--- src/rtl/fetch_stage.sv ---
// RV32I instruction fetch stage: owns the PC, issues req/gnt/rvalid fetches, buffers
// returned words in order and presents {valid, instruction, pc_address} to decode.
module fetch_stage #(
    parameter int unsigned                DataWidth   = 32,
    parameter logic [DataWidth-1:0]       ResetVector = 32'h0000_0000,
    parameter int unsigned                FifoDepth   = 2
) (
    input  logic                 clk,
    input  logic                 rst,
    output logic                 imem_req,
    output logic [DataWidth-1:0] imem_addr,
    input  logic                 imem_gnt,
    input  logic                 imem_rvalid,
    input  logic [DataWidth-1:0] imem_rdata,
    input  logic                 redirect,
    input  logic [DataWidth-1:0] redirect_pc,
    input  logic                 stall,
    output logic                 valid,
    output logic [DataWidth-1:0] instruction,
    output logic [DataWidth-1:0] pc_address
);

    localparam int unsigned AW = $clog2(FifoDepth);
    localparam int unsigned CW = AW + 1;
    localparam int unsigned SW = CW + 1;

    localparam logic [0:0] StBoot  = 1'b0;
    localparam logic [0:0] StFetch = 1'b1;

    localparam logic [DataWidth-1:0] Nop = DataWidth'(32'h0000_0013);

    logic [0:0]           state_q, state_d;
    logic [DataWidth-1:0] pc_q, pc_d;
    logic [CW-1:0]        outst_q, outst_d;
    logic [CW-1:0]        disc_q, disc_d;
    logic [AW-1:0]        tag_wr_q, tag_wr_d;
    logic [AW-1:0]        tag_rd_q, tag_rd_d;
    logic [AW-1:0]        buf_wr_q, buf_wr_d;
    logic [AW-1:0]        buf_rd_q, buf_rd_d;
    logic [CW-1:0]        count_q, count_d;
    logic [DataWidth-1:0] instr_q, instr_d;
    logic [DataWidth-1:0] pc_out_q, pc_out_d;

    logic [DataWidth-1:0] tag_mem_q  [FifoDepth];
    logic [DataWidth-1:0] buf_pc_q   [FifoDepth];
    logic [DataWidth-1:0] buf_word_q [FifoDepth];

    logic          grant;
    logic          push;
    logic          pop;
    logic [SW-1:0] credit_used;
    logic [CW-1:0] remain;

    always_comb begin
        state_d     = StFetch;
        credit_used = {1'b0, outst_q} + {1'b0, count_q};
        imem_req    = (state_q == StFetch) && (credit_used < SW'(FifoDepth));
        grant       = imem_req && imem_gnt;
        push        = imem_rvalid && (disc_q == '0) && !redirect;
        pop         = (count_q != '0) && !stall && !redirect;

        outst_d  = outst_q + CW'(grant) - CW'(imem_rvalid);
        tag_wr_d = tag_wr_q + AW'(grant);
        tag_rd_d = tag_rd_q + AW'(imem_rvalid);

        // Every request still in flight after this edge is stale once redirected.
        if (redirect) begin
            disc_d = outst_d;
        end else if (imem_rvalid && (disc_q != '0)) begin
            disc_d = disc_q - CW'(1);
        end else begin
            disc_d = disc_q;
        end

        if (redirect) begin
            pc_d = redirect_pc & ~DataWidth'(3);
        end else if (grant) begin
            pc_d = pc_q + DataWidth'(4);
        end else begin
            pc_d = pc_q;
        end

        remain   = count_q - CW'(pop);
        instr_d  = instr_q;
        pc_out_d = pc_out_q;
        if (redirect) begin
            buf_wr_d = '0;
            buf_rd_d = '0;
            count_d  = '0;
        end else begin
            buf_wr_d = buf_wr_q + AW'(push);
            buf_rd_d = buf_rd_q + AW'(pop);
            count_d  = remain + CW'(push);
            // Output regs track the next head; an empty-before-push head is the new word.
            if (remain == '0) begin
                if (push) begin
                    instr_d  = imem_rdata;
                    pc_out_d = tag_mem_q[tag_rd_q];
                end
            end else begin
                instr_d  = buf_word_q[buf_rd_d];
                pc_out_d = buf_pc_q[buf_rd_d];
            end
        end
    end

    always_ff @(posedge clk or negedge rst) begin
        if (!rst) begin
            state_q  <= StBoot;
            pc_q     <= ResetVector;
            outst_q  <= '0;
            disc_q   <= '0;
            tag_wr_q <= '0;
            tag_rd_q <= '0;
            buf_wr_q <= '0;
            buf_rd_q <= '0;
            count_q  <= '0;
            instr_q  <= Nop;
            pc_out_q <= ResetVector;
        end else begin
            state_q  <= state_d;
            pc_q     <= pc_d;
            outst_q  <= outst_d;
            disc_q   <= disc_d;
            tag_wr_q <= tag_wr_d;
            tag_rd_q <= tag_rd_d;
            buf_wr_q <= buf_wr_d;
            buf_rd_q <= buf_rd_d;
            count_q  <= count_d;
            instr_q  <= instr_d;
            pc_out_q <= pc_out_d;
        end
    end

    always_ff @(posedge clk) begin
        if (grant) begin
            tag_mem_q[tag_wr_q] <= pc_q;
        end
        if (push) begin
            buf_word_q[buf_wr_q] <= imem_rdata;
            buf_pc_q[buf_wr_q]   <= tag_mem_q[tag_rd_q];
        end
    end

    assign imem_addr   = pc_q;
    assign valid       = (count_q != '0);
    assign instruction = instr_q;
    assign pc_address  = pc_out_q;

endmodule

--- config.mk ---
export PLATFORM = sky130hd
export DESIGN_NAME = fetch_stage
export DESIGN_NICKNAME = d
export VERILOG_FILES = /design/src/rtl/fetch_stage.sv
export SDC_FILE = /design/constraint.sdc
export NUM_CORES = 1
export LEC_CHECK = 0
export CAP_MARGIN = 15
export CORE_ASPECT_RATIO = 0.75
export CORE_MARGIN = 3
export CORE_UTILIZATION = 40
export CTS_CLUSTER_DIAMETER = 150
export CTS_CLUSTER_SIZE = 30
export DETAILED_ROUTE_END_ITERATION = 10
export PLACE_DENSITY = 0.67
export RECOVER_POWER = 25
export SLEW_MARGIN = 25
export SYNTH_ARGS = -nofsm -noshare
export SYNTH_HDL_FRONTEND = slang
export SYNTH_SLANG_ARGS = --single-unit
--- constraint.sdc ---
create_clock -name clk -period 2.8 [get_ports clk]
set_clock_uncertainty 0.2 [all_clocks]
set_input_delay 0.84 -clock clk [delete_from_list [all_inputs] [get_ports clk]]
set_output_delay 0.84 -clock clk [all_outputs]
set_load 0.03 [all_outputs]
==> results of run 1 <==
==> per-layer routing <==
metal	GRT usage [%]	vias to the layer above
li1	-	3318
met1	25.1	3534
met2	24.0	194
met3	2.69	26
met4	3.09	0
met5	0	-
==> layout make-up <==
cell class,instances,area (µm²)
clock buffer,20,352
timing repair buffer,204,2120
inverter,16,60.1
fill,2389,13400
tap,378,473
multi-input combinational,466,3090
clock inverter,2,25.0
sequential,287,8110
==> power by group through the flow <==
stage	registers, W	clock network, W	logic [W]
2_1_floorplan	0.00689	0	0.00214
3_3_place_gp	0.00601	0	0.00502
3_5_place_dp	0.00604	0	0.00509
4_1_cts	0.00595	0.00225	0.00510
5_1_grt	0.00604	0.00239	0.00547
6_report	0.00593	0.00217	0.00507
==> through the flow <==
stage | total power, W | hold slack, ns | TNS (ns)
after floorplan | 0.00904 | 0.292 | -69.57
after global placement | 0.0110 | 0.278 | -15.86
after detailed placement | 0.0111 | 0.290 | -17.18
after CTS | 0.0133 | 0.306 | -0.256
after global routing | 0.0139 | 0.325 | -0.419
final | 0.0132 | 0.299 | -0.233
==> registers in the layout, summed over array words and instances (netlist names) <==
name         flops
buf_word_q      64
buf_pc_q        60
tag_mem_q       60
instruction     32
imem_addr       30
pc_address      30
count_q          2
disc_q           2
outst_q          2
buf_rd_q         1
buf_wr_q         1
state_q          1
tag_rd_q         1
tag_wr_q         1
==> timing repair <==
action / CTS / global route
hold buffers: 1 / 0
hold endpoints to repair: 5 / 0
buffers inserted: 0 / 1
endpoints found under the setup margin: 8 / 14
gates resized for setup: 9 / 15
==> critical path: cells and delay by family (launching register included) <==
family,cells,cell delay [ns]
adder cells (fa/ha/maj),1,0.48
flip-flops,1,0.40
AND/OR/NAND/NOR,2,0.36
buffers and inverters,2,0.25
==> worst paths after layout <==
check,from,endpoint,slack [ns],cells past startpoint
worst min register to register,instruction[4]$_DFFE_PN1P_,instruction[4]$_DFFE_PN1P_,0.30,2
worst min-delay path,instruction[4]$_DFFE_PN1P_,instruction[4]$_DFFE_PN1P_,0.30,2
min in group asynchronous,rst,pc_address[9]$_DFFE_PN0P_,0.80,2
worst max register to register,outst_q[0]$_DFF_PN0_,disc_q[1]$_DFFE_PN0P_,0.04,11
worst max-delay path,outst_q[0]$_DFF_PN0_,imem_req,-0.23,5
max in group asynchronous,rst,instruction[1]$_DFFE_PN1P_,0.42,3
==> synthesized netlist by cell type (16+ instances only) <==
library cell / number / area [µm²]
nand2_1: 136 / 510
o22ai_1: 34 / 213
inv_1: 16 / 60.1
mux2i_1: 29 / 290
xnor2_1: 26 / 228
dfrtp_1: 100 / 2500
o211ai_1: 28 / 210
a31oi_1: 34 / 213
o21ai_0: 22 / 110
mux2_2: 33 / 372
edfxtp_1: 184 / 5530
clkbuf_1: 26 / 97.6
nand3_1: 35 / 175
==> kinds of logic after synthesis <==
| family | synth area share [%] |
|---|---|
| DFF | 70.9 |
| and+or+nand+nor | 9.09 |
| AOI/OAI and AO/OA | 7.01 |
| buffers and inverters | 2.85 |
| muxes | 5.79 |
| xor gates and xnor gates | 3.06 |
| adders and majority gates | 1.27 |
| other | 0.0656 |
==> flow_summary_export.csv, run 1 <==
group,metric,value,unit
grt,grt.overflow.total,0,
synthesis,synth_edf_count,184,
placement,dpl-instance-area,0.0138,mm²
clocking,cts_max_level,1,
worst_setup_path,slowest_delay,0.48,ns
placement,port_buffers,161,
pwr,comb_power_share,38.5,%
worst_setup_path,cp-start-kind,"register",
worst_setup_path,slowest_stage,"fa_1",
timing,worst_pin_slew,0.959,ns
status,violations,"negative setup slack",
pwr,power_frac_clock,16.5,%
cells_and_area,diodes,0,
cells_and_area,drive_above_1_share,11.8,%
cells_and_area,final_cell_mix,"edfxtp_1, nand2_1, clkdlybuf4s50_1",
worst_setup_path,worst_ep_required_time,1.76,ns
grt,grt_pass1_wl,39900,µm
clocking,clk_path_buf_depth,3,
floorplanning,die_y,152,µm
timing,fin_crit_sh,108,%
worst_setup_path,cp-end-kind,"primary output",
synthesis,avgSynthCellArea,14.0,µm²
timing,slew_headroom,36.1,%
routing,drt-met1-wl,12500,µm
worst_setup_path,critPathMaxFanout,2,
synthesis,synthFlopType,"edfxtp_1",
placement,placedCellCount,1349,
synthesis,netlist_area,0.0114,mm²
placement,pre_cts_slack,-0.312,ns
worst_setup_path,arrival,1.99,ns
pwr,irDropWorstVdd,411,µV
clocking,cts_tree,"yes",
pwr,sw_frac_of_total,35.4,%
timing,slew_violations,0,
clocking,ctsRootBufferMaster,"clkbuf_16",
grt,grt_max_degree,70,
routing,ant_nets,0,
worst_hold_path,hp-class,"register to register",
grt,antenna_found_initial,0,
routing,wl,25200,µm
clocking,cts_sinks,287,
timing,period_needed,3.03,ns
floorplanning,start_util,41.5,%
synthesis,synthArstFlopShare,35.9,%
routing,top_layer,"met4",
routing,wl_met3,1290,µm
floorplanning,core,0.0276,mm²
clocking,worstSkewPairLatency,0.50,ns
grt,track_usage,16.1,%
floorplanning,die_area,0.0307,mm²
synthesis,synth_cells,817,
floorplanning,top_level_ports,168,
clocking,clk_pin_slew_worst_paths,0.11,ns
routing,wl_per_cell,18.3,µm
cells_and_area,instances_no_fill,1373,
timing,setup_viol_count_final,1,
pwr,p_leak,5.33,nW
placement,place_congestion,0.733,
synthesis,yosysSeqAreaShare,70.9,%
routing,num_vias,7072,
timing,rsz0062_at_grt,"true",
worst_setup_path,crit_type,"register to primary output",
synthesis,yosysWarnings,0,
routing,dr.pass1.iters,4,
cells_and_area,final_util,51.6,%
cells_and_area,final_common_cell,"edfxtp_1",
pwr,internal_power,0.00850,W
cells_and_area,area_growth,24.4,%
pwr,seq_power_share,45.0,%
clocking,cts_buffers,13,
worst_setup_path,cp_cell_sequence,"and2_4 > fa_1 > nor3b_2 > buf_4 > buf_12",
routing,dr_wl_met2,10900,µm
timing,clock.fmax,0.330,GHz
cells_and_area,finalInstanceArea,0.0142,mm²
routing,drt-initial-drc-count,492,
routing,drc,0,
timing,hold_viol,0,
status,status,"finished with violations",
synthesis,yosysUniqueCellTypes,47,
placement,place_hpwl,16500,µm
floorplanning,num_rows,52,
pwr,power.net_switching,0.00467,W
routing,vias_per_cell,5.15,
cells_and_area,fin_nets,1069,
run,drv_cap,0,
pwr,power_density,926,mW/mm²
timing,worst_slack,-0.233,ns
grt,grt_pass1_vias,6981,
floorplanning,die_x,201,µm
synthesis,ys_ff_latch,287,
Note: power is estimated with default switching activity, not from simulation.
==> inputs of run 2 (changes only) <==
--- a/config.mk
+++ b/config.mk
@@ -12,7 +12,7 @@
 export CTS_CLUSTER_DIAMETER = 150
 export CTS_CLUSTER_SIZE = 30
 export DETAILED_ROUTE_END_ITERATION = 10
-export PLACE_DENSITY = 0.67
+export PLACE_DENSITY = 0.65
 export RECOVER_POWER = 25
 export SLEW_MARGIN = 25
 export SYNTH_ARGS = -nofsm -noshare
==> constraint.sdc (replaced) <==
create_clock -name clk -period 2.9 [get_ports clk]
set_clock_uncertainty 0.2 [all_clocks]
set_input_delay 0.87 -clock clk [delete_from_list [all_inputs] [get_ports clk]]
set_output_delay 0.87 -clock clk [all_outputs]
set_load 0.03 [all_outputs]
==> flow_summary_export.csv, run 2 (synthesis results as in run 1) <==
group,metric,value,unit
worst_setup_path,r2r_end,"disc_q[1]$_DFFE_PN0P_",
cells_and_area,top_regs,"buf_word_q (64), buf_pc_q (60), tag_mem_q (60)",
worst_setup_path,slowest_delay,0.49,ns
routing,drc,0,
grt,grt.overflow.total,0,
floorplanning,core,0.0276,mm²
placement,dpl-instance-area,0.0138,mm²
floorplanning,top_level_ports,168,
worst_setup_path,cp_cell_sequence,"and2_4 > fa_1 > nor3b_2 > buf_4 > buf_12",
grt,grt_max_degree,104,
clocking,cts_max_level,1,
worst_setup_path,reg2regPathDepth,11,
cells_and_area,fin_nets,1066,
worst_setup_path,slowest_stage,"fa_1",
floorplanning,start_util,41.5,%
placement,port_buffers,161,
placement,placedCellCount,1347,
worst_setup_path,worstSetupPathDepth,5,
routing,vias_per_cell,5.07,
worst_setup_path,arrival,1.99,ns
pwr,p_leak,5.22,nW
timing,slew_headroom,-4.45,%
clocking,clk_path_buf_depth,3,
clocking,cts_sinks,287,
grt,grt_pass1_vias,6970,
status,violations,"max-capacitance violations, max-slew violations, negative setup slack",
cells_and_area,final_common_cell,"edfxtp_1",
routing,num_vias,6945,
timing,period_needed,3.06,ns
worst_setup_path,worst-path-buf-inv,2,
clocking,cts_hold_buf,0,
cells_and_area,final_cell_mix,"edfxtp_1, clkdlybuf4s50_1, nand2_1",
grt,antenna_found_initial,0,
worst_hold_path,hp-class,"register to register",
pwr,irDropWorstVdd,364,µV
cells_and_area,instances_no_fill,1369,
clocking,worstSkewPairLatency,0.49,ns
cells_and_area,largest_register_ffs,64,
timing,worst_pin_slew,1.57,ns
cells_and_area,drive_above_1_share,11.4,%
cells_and_area,area_growth,24.0,%
routing,wl_per_cell,18.1,µm
clocking,ctsRootBufferMaster,"clkbuf_16",
floorplanning,die_x,201,µm
cells_and_area,regMostFlops,"buf_word_q",
timing,hold_viol,0,
timing,fin_crit_sh,106,%
cells_and_area,finalInstanceArea,0.0142,mm²
floorplanning,num_rows,52,
clocking,clk_pin_slew_worst_paths,0.11,ns
timing,setup_viol_count_final,1,
worst_setup_path,endpoint,"imem_req",
timing,slew_violations,104,
routing,ant_nets,0,
run,drv_cap,1,
placement,place_congestion,0.755,
grt,grt_pass1_wl,39400,µm
worst_setup_path,worst_ep_required_time,1.83,ns
worst_setup_path,cp-start-kind,"register",
worst_setup_path,crit_type,"register to primary output",
clocking,cts_buffers,13,
worst_setup_path,cp-end-kind,"primary output",
placement,place_hpwl,16000,µm
routing,wl,24800,µm
worst_setup_path,reg2reg_slack,0.09,ns
routing,dr.pass1.iters,4,
worst_setup_path,worstSetupStartpoint,"count_q[0]$_DFF_PN0_",
timing,worst_slack,-0.165,ns
grt,track_usage,15.9,%
floorplanning,die_y,152,µm
routing,drt-initial-drc-count,298,
cells_and_area,diodes,0,
floorplanning,die_area,0.0307,mm²
pwr,power_density,895,mW/mm²
timing,hold_ws,0.300,ns
clocking,cts_tree,"yes",
timing,clock.fmax,0.326,GHz
worst_setup_path,r2r_start,"count_q[0]$_DFF_PN0_",
status,status,"finished with violations",
timing,rsz0062_at_grt,"true",
worst_setup_path,path_delay_family,"adder cells",
worst_setup_path,critPathMaxFanout,2,
## run 2: timing repair
| item | CTS | global route |
|---|---|---|
| gates resized for setup | 2 | 3 |
| buffers inserted | 1 | 0 |
| pin swaps | 1 | 0 |
| setup endpoints to repair | 1 | 4 |
## run 2: worst min-delay path, cell delays in order (launching register included)
cell and delay [ns]:
dfstp_2 0.38, nand2_1 0.05, o211ai_1 0.07
## run 2: layout make-up
type / instances / area [µm²]
well taps: 378 / 473
multi-input cells: 466 / 3070
clock inverters: 1 / 16.3
repair buffers: 201 / 2100
flip-flops and latches: 287 / 8110
clock buffers: 20 / 352
inverters: 16 / 60.1
fillers: 2419 / 13400
## run 2: metrics by stage
stage | util [%] | TNS, ns | power (W) | setup WS, ns
global route | 51.4 | -0.329 | 0.0134 | -0.246
detailed placement | 50.0 | -12.90 | 0.0108 | -0.249
floorplan | - | -59.09 | 0.00869 | -0.475
global placement | 50.0 | -10.67 | 0.0107 | -0.191
finish | 51.4 | -0.165 | 0.0127 | -0.165
CTS | 51.4 | -0.153 | 0.0128 | -0.153
## run 2: worst min-delay path by stage
| stage | start | end | slack, ns | cells past startpoint |
|---|---|---|---|---|
| 2_1_floorplan | outst_q[0]$_DFF_PN0_ | outst_q[0]$_DFF_PN0_ | 0.29 | 1 |
| 3_3_place_gp | instruction[3]$_DFFE_PN0P_ | instruction[3]$_DFFE_PN0P_ | 0.28 | 2 |
| 3_5_place_dp | instruction[5]$_DFFE_PN0P_ | instruction[5]$_DFFE_PN0P_ | 0.28 | 2 |
| 4_1_cts | rst | instruction[30]$_DFFE_PN0P_ | 0.25 | 2 |
| 5_1_grt | instruction[0]$_DFFE_PN1P_ | instruction[0]$_DFFE_PN1P_ | 0.33 | 2 |
| 6_report | instruction[4]$_DFFE_PN1P_ | instruction[4]$_DFFE_PN1P_ | 0.30 | 2 |
## run 2: power breakdown
group	total (W)	internal, W	switching, W	leakage, nW
Sequential	0.00571	0.00528	0.000429	2.88
Clock	0.00205	0.000863	0.00119	0.175
Combinational	0.00493	0.00209	0.00284	2.17
## run 2: routing by layer
| metal | GRT usage [%] | vias up | part of all wire, % |
|---|---|---|---|
| met2 | 24.1 | 174 | 43 |
| met4 | 2.39 | 0 | 1.1 |
| met3 | 2.88 | 17 | 5.4 |
| li1 | - | 3312 | - |
| met5 | 0 | - | 0 |
| met1 | 24.7 | 3442 | 50 |
